===== src/rtl/sga_pkg.sv =====
// Shared definitions for the Snake Game Arcade blocks: grid defaults, coordinate
// packing, direction codes and the frame-builder state encoding.
package sga_pkg;

  localparam int DEF_COORD_W = 4;
  localparam int DEF_GRID_W  = 16;
  localparam int DEF_GRID_H  = 16;
  localparam int DEF_ADDR_W  = 6;

  // Snake RAM word: x in the high field, y in the low field.
  typedef struct packed {
    logic [DEF_COORD_W-1:0] x;
    logic [DEF_COORD_W-1:0] y;
  } xy_t;

  typedef enum logic [1:0] {
    DIR_RIGHT = 2'b00,
    DIR_LEFT  = 2'b01,
    DIR_DOWN  = 2'b10,
    DIR_UP    = 2'b11
  } dir_e;

  typedef enum logic [2:0] {
    FB_IDLE  = 3'd0,
    FB_CLEAR = 3'd1,
    FB_FETCH = 3'd2,
    FB_PLOT  = 3'd3,
    FB_APPLE = 3'd4,
    FB_DONE  = 3'd5
  } fb_state_e;

endpackage


===== src/rtl/sga_frame_bank.sv =====
// Double-buffered snake/head/apple bitmaps: writes go to the back bank, the
// display reads the front bank, and swap_i flips the roles.
module sga_frame_bank
  import sga_pkg::*;
#(
  parameter int GRID_W  = DEF_GRID_W,
  parameter int GRID_H  = DEF_GRID_H,
  parameter int COORD_W = DEF_COORD_W
) (
  input  logic               clk_i,
  input  logic               rst_i,
  input  logic               clr_i,
  input  logic [COORD_W-1:0] clr_row_i,
  input  logic               set_snake_i,
  input  logic               set_head_i,
  input  logic               set_apple_i,
  input  logic [COORD_W-1:0] x_i,
  input  logic [COORD_W-1:0] y_i,
  input  logic               swap_i,
  input  logic [COORD_W-1:0] rd_row_i,
  output logic               snake_hit_o,
  output logic [GRID_W-1:0]  row_snake_o,
  output logic [GRID_W-1:0]  row_head_o,
  output logic [GRID_W-1:0]  row_apple_o
);

  logic [1:0][GRID_H-1:0][GRID_W-1:0] snake_q, head_q, apple_q;
  logic front_q;
  logic back_sel;
  logic rd_in_range;

  assign back_sel = ~front_q;

  always_ff @(posedge clk_i or posedge rst_i) begin
    if (rst_i) begin
      snake_q <= '0;
      head_q  <= '0;
      apple_q <= '0;
      front_q <= 1'b0;
    end else begin
      if (clr_i) begin
        snake_q[back_sel][clr_row_i] <= '0;
        head_q[back_sel][clr_row_i]  <= '0;
        apple_q[back_sel][clr_row_i] <= '0;
      end
      if (set_snake_i) snake_q[back_sel][y_i][x_i] <= 1'b1;
      if (set_head_i)  head_q[back_sel][y_i][x_i]  <= 1'b1;
      if (set_apple_i) apple_q[back_sel][y_i][x_i] <= 1'b1;
      if (swap_i)      front_q <= ~front_q;
    end
  end

  // Back-bank snake bit at the write coordinate, used for self-overlap detection.
  assign snake_hit_o = snake_q[back_sel][y_i][x_i];

  assign rd_in_range = {1'b0, rd_row_i} < (COORD_W+1)'(GRID_H);
  assign row_snake_o = rd_in_range ? snake_q[front_q][rd_row_i] : '0;
  assign row_head_o  = rd_in_range ? head_q[front_q][rd_row_i]  : '0;
  assign row_apple_o = rd_in_range ? apple_q[front_q][rd_row_i] : '0;

endmodule


===== src/rtl/sga_frame_builder.sv =====
// Render engine: clears the back bank, plots snake segments from RAM, marks the
// apple, then swaps banks and pulses render_done.
module sga_frame_builder
  import sga_pkg::*;
#(
  parameter int GRID_W  = DEF_GRID_W,
  parameter int GRID_H  = DEF_GRID_H,
  parameter int COORD_W = DEF_COORD_W,
  parameter int ADDR_W  = DEF_ADDR_W
) (
  input  logic                 clock,
  input  logic                 restart,
  input  logic                 render_start,
  input  logic [ADDR_W:0]      snake_size,
  input  logic [COORD_W-1:0]   apple_x,
  input  logic [COORD_W-1:0]   apple_y,
  output logic [ADDR_W-1:0]    ram_addr,
  input  logic [2*COORD_W-1:0] ram_data,
  output logic                 busy,
  output logic                 render_done,
  output logic                 self_hit,
  input  logic [COORD_W-1:0]   row_sel,
  output logic [GRID_W-1:0]    row_snake,
  output logic [GRID_W-1:0]    row_head,
  output logic [GRID_W-1:0]    row_apple
);

  localparam logic [ADDR_W:0] MAX_SEGS = (ADDR_W+1)'(2**ADDR_W);

  fb_state_e state_q, state_d;

  logic [COORD_W-1:0] row_q;
  logic [ADDR_W:0]    idx_q, size_q, idx_nxt;
  logic [COORD_W-1:0] ax_q, ay_q;
  logic [ADDR_W-1:0]  ram_addr_q;
  logic               self_hit_q;

  logic [COORD_W-1:0] seg_x, seg_y, wr_x, wr_y;
  logic seg_in, apple_in, last_row, last_seg, hit;
  logic clr, set_snake, set_head, set_apple, swap;

  assign seg_x    = ram_data[2*COORD_W-1:COORD_W];
  assign seg_y    = ram_data[COORD_W-1:0];
  assign seg_in   = ({1'b0, seg_x} < (COORD_W+1)'(GRID_W)) && ({1'b0, seg_y} < (COORD_W+1)'(GRID_H));
  assign apple_in = ({1'b0, ax_q} < (COORD_W+1)'(GRID_W)) && ({1'b0, ay_q} < (COORD_W+1)'(GRID_H));
  assign last_row = row_q == COORD_W'(GRID_H-1);
  assign last_seg = idx_q == size_q - (ADDR_W+1)'(1);
  assign idx_nxt  = idx_q + (ADDR_W+1)'(1);

  always_ff @(posedge clock or posedge restart) begin
    if (restart) state_q <= FB_IDLE;
    else         state_q <= state_d;
  end

  always_comb begin
    state_d = state_q;
    case (state_q)
      FB_IDLE:  if (render_start) state_d = FB_CLEAR;
      FB_CLEAR: if (last_row) state_d = (size_q == '0) ? FB_APPLE : FB_FETCH;
      FB_FETCH: state_d = FB_PLOT;
      FB_PLOT:  state_d = last_seg ? FB_APPLE : FB_FETCH;
      FB_APPLE: state_d = FB_DONE;
      FB_DONE:  state_d = FB_IDLE;
      default:  state_d = FB_IDLE;
    endcase
  end

  always_comb begin
    busy        = state_q != FB_IDLE;
    render_done = state_q == FB_DONE;
    clr         = state_q == FB_CLEAR;
    set_snake   = (state_q == FB_PLOT) && seg_in;
    set_head    = set_snake && (idx_q == '0);
    set_apple   = (state_q == FB_APPLE) && apple_in;
    swap        = state_q == FB_DONE;
    wr_x        = (state_q == FB_APPLE) ? ax_q : seg_x;
    wr_y        = (state_q == FB_APPLE) ? ay_q : seg_y;
  end

  always_ff @(posedge clock or posedge restart) begin
    if (restart) begin
      row_q      <= '0;
      idx_q      <= '0;
      size_q     <= '0;
      ax_q       <= '0;
      ay_q       <= '0;
      ram_addr_q <= '0;
      self_hit_q <= 1'b0;
    end else begin
      case (state_q)
        FB_IDLE: if (render_start) begin
          size_q     <= (snake_size > MAX_SEGS) ? MAX_SEGS : snake_size;
          ax_q       <= apple_x;
          ay_q       <= apple_y;
          self_hit_q <= 1'b0;
          row_q      <= '0;
        end
        FB_CLEAR: begin
          row_q <= row_q + COORD_W'(1);
          if (last_row && size_q != '0) begin
            idx_q      <= '0;
            ram_addr_q <= '0;
          end
        end
        FB_PLOT: begin
          // Head (idx 0) can never collide; later segments check the bit already plotted.
          if (set_snake && idx_q != '0 && hit) self_hit_q <= 1'b1;
          if (!last_seg) begin
            idx_q      <= idx_nxt;
            ram_addr_q <= idx_nxt[ADDR_W-1:0];
          end
        end
        default: ;
      endcase
    end
  end

  assign ram_addr = ram_addr_q;
  assign self_hit = self_hit_q;

  sga_frame_bank #(
    .GRID_W (GRID_W),
    .GRID_H (GRID_H),
    .COORD_W(COORD_W)
  ) u_bank (
    .clk_i      (clock),
    .rst_i      (restart),
    .clr_i      (clr),
    .clr_row_i  (row_q),
    .set_snake_i(set_snake),
    .set_head_i (set_head),
    .set_apple_i(set_apple),
    .x_i        (wr_x),
    .y_i        (wr_y),
    .swap_i     (swap),
    .rd_row_i   (row_sel),
    .snake_hit_o(hit),
    .row_snake_o(row_snake),
    .row_head_o (row_head),
    .row_apple_o(row_apple)
  );

endmodule


===== config.mk =====
export PLATFORM = sky130hd
export DESIGN_NAME = sga_frame_builder
export DESIGN_NICKNAME = d
export VERILOG_FILES = /design/src/rtl/sga_pkg.sv /design/src/rtl/sga_frame_bank.sv /design/src/rtl/sga_frame_builder.sv
export SDC_FILE = /design/constraint.sdc
export NUM_CORES = 2
export LEC_CHECK = 0
export CORE_MARGIN = 2
export CORE_UTILIZATION = 30
export DETAILED_ROUTE_END_ITERATION = 12
export REMOVE_ABC_BUFFERS = 1
export SLEW_MARGIN = 20
export SYNTH_ARGS = -nofsm -noshare
export SYNTH_HDL_FRONTEND = slang
export SYNTH_SLANG_ARGS = --single-unit

===== constraint.sdc =====
create_clock -name clock -period 112.6 [get_ports clock]
set_clock_uncertainty 0.2 [all_clocks]
set_input_delay 33.78 -clock clock [delete_from_list [all_inputs] [get_ports clock]]
set_output_delay 33.78 -clock clock [all_outputs]
set_load 0.03 [all_outputs]

# Yosys cells after proc, flatten, opt, wreduce, memory -nomap -nowiden
# Index checks and enable logic that the tools add are counted.
dict set report word_totals {
  register_bits 1573
  in_bits 30
  out_inout_bits 57
  elab_cells 214
}
dict set report classes {
  n_addsub 3
  n_lt_le_gt_ge 11
  eq_ne 12
  mux 53
  bitwise 8
  reduce_logical 22
}
# op count
set ops {}
lappend ops {{two-way mux 512 bit} 6}
lappend ops {{two-way mux 256 bit} 10}
lappend ops {{bitwise AND 512 bit} 3}
lappend ops {{bitwise OR 512 bit} 3}
lappend ops {{demux 256 bit (select 1 bit)} 2}
lappend ops {{inverter 512 bit} 1}
lappend ops {{binary-select mux 16 bit (select 4 bit)} 4}
lappend ops {{demux 16 bit (select 4 bit)} 2}
lappend ops {{two-way mux 16 bit} 6}
lappend ops {{two-way mux 7 bit} 3}
lappend ops {{less-than comparator 4 x 5 -> 1 bit, second input constant} 4}
lappend ops {{one-hot mux 3 bit (5 select lines)} 1}
lappend ops {{zero test 7 bit} 2}
lappend ops {{one-hot mux 7 bit (2 select lines)} 1}
lappend ops {{nonzero test 7 bit} 2}
lappend ops {{greater-or-equal comparator 4 x 1 -> 1 bit, second input constant} 3}
lappend ops {{two-way mux 3 bit} 4}
lappend ops {{two-way mux 4 bit} 3}
lappend ops {{two-way mux 6 bit} 2}
lappend ops {{one-hot mux 6 bit (2 select lines)} 1}
lappend ops {{logical AND 1 bit} 8}
lappend ops {{one-hot mux 4 bit (2 select lines)} 1}
lappend ops {{adder 7 x 1 -> 7 bit, second input constant} 1}
lappend ops {{equality test 7 bit} 1}
lappend ops {{21 further kinds} 35}

# Logic depth before layout (Yosys ltp)
dict set report logic_depth {
  depth_word 12
  depth_mapped 16
  depth_no_buf 10
}

# Modules after synthesis
# Synthesis repeated with hierarchy kept, for this count alone.
dict set report hier_totals {
  cells_unflattened 5259
  area_unflattened_um2 72589.6
}
# mod n_inst cells_each area_per_inst_um2 seq_area_each_um2
set by_module_without_submodules {}
lappend by_module_without_submodules {sga_frame_bank 1 5068 70770.4 38461.9}
lappend by_module_without_submodules {sga_frame_builder 1 191 1819.2 750.7}

# Worst setup path before layout
# OpenSTA, ideal clock, no wires.
dict set report synth_timing {
  kind {input port to output port}
  from {input port row_sel[0]}
  to {output port row_snake[0]}
  t_arrival_ns 36.253
  t_required_ns 78.620
  slack_ns 42.367
  path_stages 6
  n_path_buf 3
  path_cell_list {clkbuf_1 > clkbuf_1 > clkbuf_1 > mux4_2 > mux4_2 > mux2_2}
}
dict set report synth_via {
  elab_chain_len 2
}
# item line
set synth_lines {}
lappend synth_lines {{start, declared} sga_frame_builder.sv:22} ;# input logic [COORD_W-1:0] row_sel,
lappend synth_lines {{binary-select mux 16 bit (select 4 bit)} sga_frame_bank.sv:57} ;# assign row_snake_o = rd_in_range ? snake_q[front_q][rd_row_i] : '0;
lappend synth_lines {{two-way mux 16 bit (not written as such)} sga_frame_bank.sv:57}
lappend synth_lines {{end, declared} sga_frame_builder.sv:23} ;# output logic [GRID_W-1:0] row_snake,
# Every way passes these cells. The select of a mux whose other input is x is not followed.

# Worst setup path in the final report
dict set report layout_timing {
  from {input port row_sel[0]}
  to {output port row_snake[4]}
}
# The elaborated chain is that of the path after synthesis.

==> reports/metrics.cfg <==
[final_layout]
finalInstanceArea_mm2 = 0.0828
fillCellCount = 23500
drive_above_1_share_pct = 19.2
nets = 5784
area_delta_synth_final_pct = 13.4
final_cells = 9090

[timing]
rsz0062_at_grt = false
max_freq_mhz = 13.8
setup_viol = 0
maxSlewViolCount = 0
relSlewSlack_pct = 16.3
setup_slack_ns = 40.28
period_share_pct = 64.2
post-route-min-period_ns = 72.32
worstMarginPinSlew_ns = 1.26
tns_ns = 0
hold_viol = 0

[grt]
grt.busiest_layer = met2
met1_usage_pct = 29.7
grt_pass1_wl_um = 416000
grt_start_max_net_pins = 171
met2_usage_pct = 33.1
met3_usage_pct = 9.13
grt_pass1_vias = 55400
antenna_found_initial = 22
grt.overflow.total = 0
grtUsageTotal_pct = 23.0

[critical_path]
crit_required_ns = 78.62
crit_path_start = row_sel[0]
r2r-start = state_q[1]
endpoint = row_snake[4]
critPathLaunchType = input pin
r2r_cells = 11
crit_arrival_ns = 38.34
timing.rr.end = self_hit
end_kind = primary output
crit_fanout = 63
worstPathCellList = buf_8, buf_4, buf_4, mux4_2, mux4_2, mux2_2, clkdlybuf4s50_1
critical-path-max-stage-delay_ns = 0.84
crit_type = input pin to primary output
r2r_setup_slack_ns = 106.52
critPathSlowestCell = buf_4

[floorplan]
fp-row-count = 181
design.die.area_mm2 = 0.247
die_x_um = 497
chipHeight_um = 497
coreArea_mm2 = 0.243
start_util_pct = 30.1
ios = 87

[synth]
synth-seq-area-share_pct = 53.7
synthDistinctLibCells = 66
synth-edff-count = 0
netlist_instances = 5960
async_flop_share_pct = 100
syn_area_mm2 = 0.0730
yosys-top-cells-area = dfrtp_1, mux4_2, a22o_1
synth_flop_cell = dfrtp_1
yosysMostFrequentCell = dfrtp_1
yosys_register_bits = 1567
syn_avg_cell_area_um2 = 12.2
ys_warn_count = 0
synth_top_area_share_pct = 53.7
yosys.area.top_type = dfrtp_1
netlist_top_cells_count = dfrtp_1, nand2_1, a22o_1

[placed_design]
place_area_mm2 = 0.0773
io_buffer_count = 86
dp_hpwl_um = 159000
pre_cts_slack_ns = 40.15
place_inst = 8783
globalplace.congestion = 0.917

[min_path]
hold_path.class = register to register

[pwr]
power_mw = 1.73
p_leak_nw = 35.9
power_density_mw_per_mm2 = 20.9
vdd_drop_max_v = 0.0000157

[clock_network]
cts-hold-fix-buffers = 0
ctsResizeCount = 0
clk_pin_slew_ns = 0.06
clock-root-buffer = clkbuf_16
cts_setup_buffers = 0
cts_tree = yes
clock_path_buffers = 3
h-tree-depth = 4
cts.sinks = 1567
clock_latency_ns = 0.83
cts-buffers-inserted = 160

[routing]
wirelength_um = 294000
drtPass1Iterations = 8
ant_nets = 0
routed_via_density = 6.28
drt_iter0_markers = 8801
vias = 57100
wire_per_inst_um = 32.3
drcViolationCount = 0

[run]
drv_cap = 0

[outcome]
run_status = complete, no violations

-- worst min path at each step --
stage                     endpoint  depth (start not counted)           startpoint  slack [ns]
2_1_floorplan  u_bank.apple_q[256]                          2  u_bank.apple_q[256]        0.24
3_3_place_gp   u_bank.apple_q[388]                          2  u_bank.apple_q[388]        0.26
3_5_place_dp   u_bank.apple_q[481]                          2  u_bank.apple_q[481]        0.26
4_1_cts        u_bank.apple_q[481]                          2  u_bank.apple_q[481]        0.28
5_1_grt        u_bank.apple_q[482]                          2  u_bank.apple_q[482]        0.30
6_report       u_bank.apple_q[481]                          2  u_bank.apple_q[481]        0.28
-- state kept, by name, summed over array words and instances, names as in the netlist --
signal / flops
u_bank.snake_q: 512
u_bank.head_q: 512
u_bank.apple_q: 512
row_q: 4
ay_q: 4
u_bank.front_q: 1
state_q: 3
ax_q: 4
size_q: 7
idx_q: 7
self_hit: 1
-- cell families after synthesis --
group / after synthesis / share of synthesized area (%)
AO/OA/AOI/OAI: 1746 / 17.4
flip-flops: 1567 / 53.7
AND/OR/NAND/NOR: 1297 / 7.27
buffers and inverters: 666 / 3.66
multiplexers: 661 / 17.7
XOR/XNOR: 15 / 0.180
adder cells (fa/ha/maj): 8 / 0.137
-- critical path, delay by kind of cell --
kind                   cells  cell delay (ns)
buffers and inverters      4             2.82
multiplexers               3             1.51
-- metrics by stage --
step	hold WS (ns)	utilization, %
floorplan	0.245	-
global placement	0.256	31.8
detailed placement	0.264	31.9
CTS	0.278	34.1
global route	0.296	34.1
finish	0.275	34.1
-- layer usage --
layer	up-vias	share of wire, %
li1	21900	-
met1	29700	37
met2	4498	43
met3	1039	14
met4	12	6.2
met5	-	0.031
-- cell type report --
cell class / instances / area, um2 / share of cell area (%)
diodes: 17 / 42.5 / 0.0514
clock buffers: 227 / 4600 / 5.55
clock inverters: 60 / 787 / 0.950
inverters: 13 / 56.3 / 0.0680
multi-input cells: 3727 / 31700 / 38.3
flip-flops and latches: 1567 / 39200 / 47.3
well taps: 3202 / 4010 / 4.84
repair buffers: 277 / 2400 / 2.90
-- power breakdown --
part	switching [mW]	leakage, nW	internal [mW]
Clock	0.244	2.63	0.310
Sequential	0.0781	20.3	0.668
Combinational	0.266	12.9	0.166
Total	0.587	35.9	1.14
-- layout by cell type (no fill, tap or decap), drive strengths merged, types with 14 or more instances in the layout --
| cell | netlist | final |
|---|---|---|
| dfrtp | 1567 | 1567 |
| nand2 | 981 | 981 |
| a22o | 960 | 960 |
| o21ai | 600 | 600 |
| mux4 | 494 | 494 |
| clkbuf | 572 | 228 |
| buf | 81 | 194 |
| nand3 | 103 | 103 |
| mux2i | 101 | 101 |
| nor2 | 99 | 99 |
| clkdlybuf4s50 | 0 | 82 |
| mux2 | 66 | 66 |
| a21oi | 56 | 56 |
| clkinv | 0 | 40 |
| a31oi | 23 | 23 |
| o22ai | 22 | 22 |
| a32oi | 22 | 22 |
| inv | 13 | 19 |
| diode | 0 | 17 |
| nand2b | 17 | 17 |
| nor4 | 14 | 14 |
Power figures use the tool's default switching activity.
